==> src/rtl/pipeline_hazard_ctrl.sv <==
// Hazard/redirect sequencer for the 4-stage IF/ID/EX/WB pipeline.
// Decodes RAW hazards and WB-stage branch resolution into PC/buffer controls.
module pipeline_hazard_ctrl #(
    parameter int unsigned FLUSH_CYCLES = 2,
    parameter int unsigned REG_W        = 6
) (
    input  logic             clk,
    input  logic             rst,
    input  logic [REG_W-1:0] id_rs,
    input  logic [REG_W-1:0] id_rt,
    input  logic             id_use_rs,
    input  logic             id_use_rt,
    input  logic [REG_W-1:0] idex_rd,
    input  logic             idex_regwrt,
    input  logic [REG_W-1:0] exwb_rd,
    input  logic             exwb_regwrt,
    input  logic             wb_branch,
    input  logic             wb_btype,
    input  logic             wb_jump,
    input  logic             wb_neg,
    input  logic             wb_zero,
    output logic             pc_write,
    output logic             pc_redirect,
    output logic             ifid_write,
    output logic             idex_bubble,
    output logic             flush_ifid,
    output logic             flush_idex,
    output logic             flush_exwb,
    output logic [15:0]      stall_cycles,
    output logic [15:0]      redirect_count
);

    typedef enum logic [1:0] {RUN, STALL, FLUSH} state_t;

    localparam logic [2:0] FLUSH_INIT = 3'(FLUSH_CYCLES - 1);

    state_t     state, state_next;
    logic [2:0] cnt, cnt_next;
    logic       take, hz_ex, hz_wb;
    logic       do_redirect, do_stall, do_flush;

    assign take  = wb_jump | (wb_branch & (wb_btype ? wb_neg : wb_zero));
    assign hz_ex = idex_regwrt & ((id_use_rs & (id_rs == idex_rd)) |
                                  (id_use_rt & (id_rt == idex_rd)));
    assign hz_wb = exwb_regwrt & ((id_use_rs & (id_rs == exwb_rd)) |
                                  (id_use_rt & (id_rt == exwb_rd)));

    // Flush window swallows everything; otherwise a taken redirect beats any hazard.
    assign do_flush    = (state == FLUSH);
    assign do_redirect = !do_flush && take;
    assign do_stall    = !do_flush && !take && ((state == STALL) || hz_ex || hz_wb);

    always_ff @(posedge clk or posedge rst) begin
        if (rst) begin
            state <= RUN;
            cnt   <= 3'd0;
        end else begin
            state <= state_next;
            cnt   <= cnt_next;
        end
    end

    always_comb begin
        state_next = state;
        cnt_next   = cnt;
        unique case (state)
            RUN: begin
                if (take) begin
                    state_next = (FLUSH_CYCLES == 1) ? RUN : FLUSH;
                    cnt_next   = FLUSH_INIT;
                end else if (hz_ex) begin
                    state_next = STALL;
                end
            end
            STALL: begin
                if (take) begin
                    state_next = (FLUSH_CYCLES == 1) ? RUN : FLUSH;
                    cnt_next   = FLUSH_INIT;
                end else begin
                    state_next = RUN;
                end
            end
            FLUSH: begin
                if (cnt <= 3'd1) begin
                    state_next = RUN;
                    cnt_next   = 3'd0;
                end else begin
                    cnt_next = cnt - 3'd1;
                end
            end
            default: begin
                state_next = RUN;
                cnt_next   = 3'd0;
            end
        endcase
    end

    always_comb begin
        pc_write    = 1'b1;
        pc_redirect = 1'b0;
        ifid_write  = 1'b1;
        idex_bubble = 1'b0;
        flush_ifid  = 1'b0;
        flush_idex  = 1'b0;
        flush_exwb  = 1'b0;
        if (rst) begin
            pc_write   = 1'b0;
            ifid_write = 1'b0;
            flush_ifid = 1'b1;
            flush_idex = 1'b1;
            flush_exwb = 1'b1;
        end else if (do_flush || do_redirect) begin
            pc_redirect = do_redirect;
            flush_ifid  = 1'b1;
            flush_idex  = 1'b1;
            flush_exwb  = 1'b1;
        end else if (do_stall) begin
            pc_write    = 1'b0;
            ifid_write  = 1'b0;
            idex_bubble = 1'b1;
        end
    end

    always_ff @(posedge clk or posedge rst) begin
        if (rst) begin
            stall_cycles   <= 16'd0;
            redirect_count <= 16'd0;
        end else begin
            if (do_stall && stall_cycles != 16'hFFFF)
                stall_cycles <= stall_cycles + 16'd1;
            if (do_redirect && redirect_count != 16'hFFFF)
                redirect_count <= redirect_count + 16'd1;
        end
    end

endmodule

==> config.mk <==
export PLATFORM = sky130hd
export DESIGN_NAME = pipeline_hazard_ctrl
export DESIGN_NICKNAME = d
export VERILOG_FILES = /design/src/rtl/pipeline_hazard_ctrl.sv
export SDC_FILE = /design/constraint.sdc
export NUM_CORES = 1
export LEC_CHECK = 0
export ABC_AREA = 0
export CAP_MARGIN = 20
export CELL_PAD_IN_SITES_DETAIL_PLACEMENT = 2
export CELL_PAD_IN_SITES_GLOBAL_PLACEMENT = 2
export CORE_MARGIN = 5
export CORE_UTILIZATION = 29
export DETAILED_ROUTE_END_ITERATION = 12
export MAX_ROUTING_LAYER = met4
export PLACE_DENSITY = 0.94
export SLEW_MARGIN = 20
export SYNTH_ARGS = -nofsm -noshare
export SYNTH_HDL_FRONTEND = slang
export SYNTH_SLANG_ARGS = --single-unit
==> constraint.sdc <==
create_clock -name clk -period 3.64 [get_ports clk]
set_input_delay 0.364 -clock clk [delete_from_list [all_inputs] [get_ports clk]]
set_output_delay 0.364 -clock clk [all_outputs]
set_load 0.03 [all_outputs]
==> run summary <==
Final Hold Viols - 0
Post-CTS Resized - 0
asr flop ratio synth - 100%
top-area cell type share of the netlist area - 43.1%
Die H - 96.0 um
DR WL/cell - 17.1 um
crit path time final - 3.09 ns
Synth cell types - 37
Finished Layout Cells - 380
Synth Area in Compound Gates - 6.29%
die width - 96.0 um
met3 Resource Use GR - 2.74%
Synth Register Bits - 37
Critical Path AT - 2.72 ns
final setup TNS - 0 ns
cell count after synthesis - 204
synth warn - 0
clock power share - 27.1%
CP endpoint kind - primary output
GRT Max-Usage Layer - met2
DRT Pass-1 Iters - 2
clock skew - 0.00686 ns
largest net degree at the start of global routing - 20
post-CTS setup buffer count - 0
Num CTS Buffers - 5
Simple-Gate Fraction of Synth Area - 21.3%
Post-DRT Antenna Nets - 0
Worst Setup Path Type - in2out
multi-input logic area - 1150 um2
DP Worst Slack - 0.495 ns
largest cells by area after synthesis - dfrtp_1, xnor2_1, xor2_1, nand4_1, nand3_1
clock-pin slew on the worst setup and hold paths - 0.08 ns
root buffer cell - clkbuf_8
Worst setup SP type - primary input
met2 Usage GRT - 29.6%
switching share of total power - 34.3%
Register Area - 926 um2
core footprint - 7210 um2
grt ovf - 0
max-slew violations - 0
largest family of logic cells by synthesized area - simple AND/OR/NAND/NOR gates
combinational power share - 33.7%
CTS Hold Bufs - 0
mux contribution to synthesized area - 2.80%
Worst VDD drop - 0.000171 V
max capacitance violation total - 0
drt drc - 0
most numerous cell in the Yosys netlist - dfrtp_1
Adder-Cell Fraction of Synth Area - 2.33%
worst min path class - reg2reg
Req. time, crit path - 3.28 ns
clock sinks - 37
Layout area overhead - 43.5%
met1 usage - 15.0%
routed wire length - 6500 um
DP Area - 2960 um2
Pwr per Cell Area - 443 nW/um2
Slew @ Worst Pin - 0.753 ns
post-DR vias/cell - 4.86
Seq/Total Area, Yosys - 43.1%
NumNets Final - 319
post-synthesis xor/xnor area fraction - 20.8%
syn nets - 243
Die Area - 9220 um2
LEAKAGE - 1.25 nW
global-route wire length before repair - 10500 um
post-route cell area - 3080 um2
Crit Path Max Fanout - 9
RSZ-0062 raised after global routing - false
Mapped Area - 2150 um2
hpwl dp - 5430 um
gr usage total - 15.0%
sequential share of power - 39.2%
share of layout cells above drive strength 1 - 8.54%
Inst Count DP - 372
outcome - finished, final reports clean
Net Sw Power - 0.468 mW
Synth area leader - dfrtp_1
FP Rows - 31
DR iter-0 viols - 65
Layout fillers - 792
gp weighted congestion - 0.835
initial antenna violation count - 0
Clock Latency Late Sink - 0.28 ns
Finish-stage setup viols - 0
Max clock buf depth - 2
Post-synth EDFFs - 0
via total after detailed routing - 1848
WHS - 0.498 ns
Diodes inserted - 0
via count of the first global-routing pass - 2051
relative slew slack - 49.7%
Main synth FF type - dfrtp_1
H-Tree Depth - 2
Final WS setup - 0.553 ns
internal cell power - 0.896 mW
Post-synth top cells - dfrtp_1, xnor2_1, xor2_1
initial core utilization - 29.8%
CTS tree - built
I/O pin count - 74
PortBufs - 73
Peak Freq - 324 MHz
fraction of the cycle the final worst path needs - 84.8%
Mean Syn Cell Area - 10.5 um2
registers in the layout, summed over array words and instances, names as in the netlist:
register,cells
redirect_count,16
cnt,3
state,2
stall_cycles,16
placed cells by master, fill, tap and decap left out, types with 2 or more instances in the layout:
master and instances:
and3_4 2, and4_1 2, dfrtp_1 37, xor2_1 16, nand2_1 15, xnor2_1 35
a21oi_1 2, ha_1 4, inv_1 5, nand4_1 13, and3_1 8, clkdlybuf4s50_1 73
clkbuf_8 6, buf_4 2, nor4bb_1 2, o21ai_0 7, nor4_1 4, and2_1 4
a31oi_1 2, and4_4 2, nor2_1 7, nand3_1 12, mux2_2 4
metal layers:
metal / vias to the layer above / wire, um / part of all wire (%)
met5: - / 0 / 0
met4: 0 / 65 / 1.0
met3: 5 / 307 / 4.7
met2: 52 / 3710 / 57
met1: 922 / 2410 / 37
li1: 869 / - / -
per-stage QoR:
step,utilization [%],power [mW]
global route,42.7,1.44
detailed placement,41.1,1.01
CTS,42.7,1.38
floorplan,-,0.800
finish,42.7,1.36
global placement,41.1,0.978
final cells by class:
class	instances	share of cell area (%)
tap	99	4.02
inverter	5	0.609
clock inverter	1	0.975
timing repair buffer	75	24.2
clock buffer	7	2.80
multi-input combinational	156	37.3
sequential	37	30.1
critical path, cell delays in order:
cell,delay [ns]
clkdlybuf4s50_1,0.48
mux2_4,0.30
a21oi_2,0.40
nand2_1,0.21
a31oi_1,0.25
clkdlybuf4s50_1,0.71
power by group through the flow:
| stage | logic [mW] | registers (mW) | clock network [mW] |
|---|---|---|---|
| final | 0.460 | 0.535 | 0.369 |
| after global routing | 0.501 | 0.546 | 0.395 |
| after CTS | 0.468 | 0.537 | 0.375 |
| after detailed placement | 0.465 | 0.545 | 0 |
| after global placement | 0.443 | 0.535 | 0 |
| after floorplan | 0.204 | 0.596 | 0 |
kinds of logic after synthesis:
| kind of cell | count (synthesis) |
|---|---|
| simple gates | 77 |
| xor+xnor | 51 |
| flops | 37 |
| compound gates | 19 |
| buf+inv | 11 |
| mux | 5 |
| fa+ha+maj | 4 |
path summary, 6_finish.rpt:
check,endpoint,startpoint,slack (ns),cells past startpoint
hold / removal,stall_cycles[7],stall_cycles[7],0.50,1
max in group asynchronous,stall_cycles[13],rst,2.26,3
hold reg to reg,stall_cycles[7],stall_cycles[7],0.50,1
min in group asynchronous,stall_cycles[5],rst,0.64,2
setup / recovery,idex_bubble,wb_btype,0.55,6
setup reg to reg,redirect_count[15],redirect_count[6],1.36,7
No activity file was read; power rests on OpenSTA's default activity.
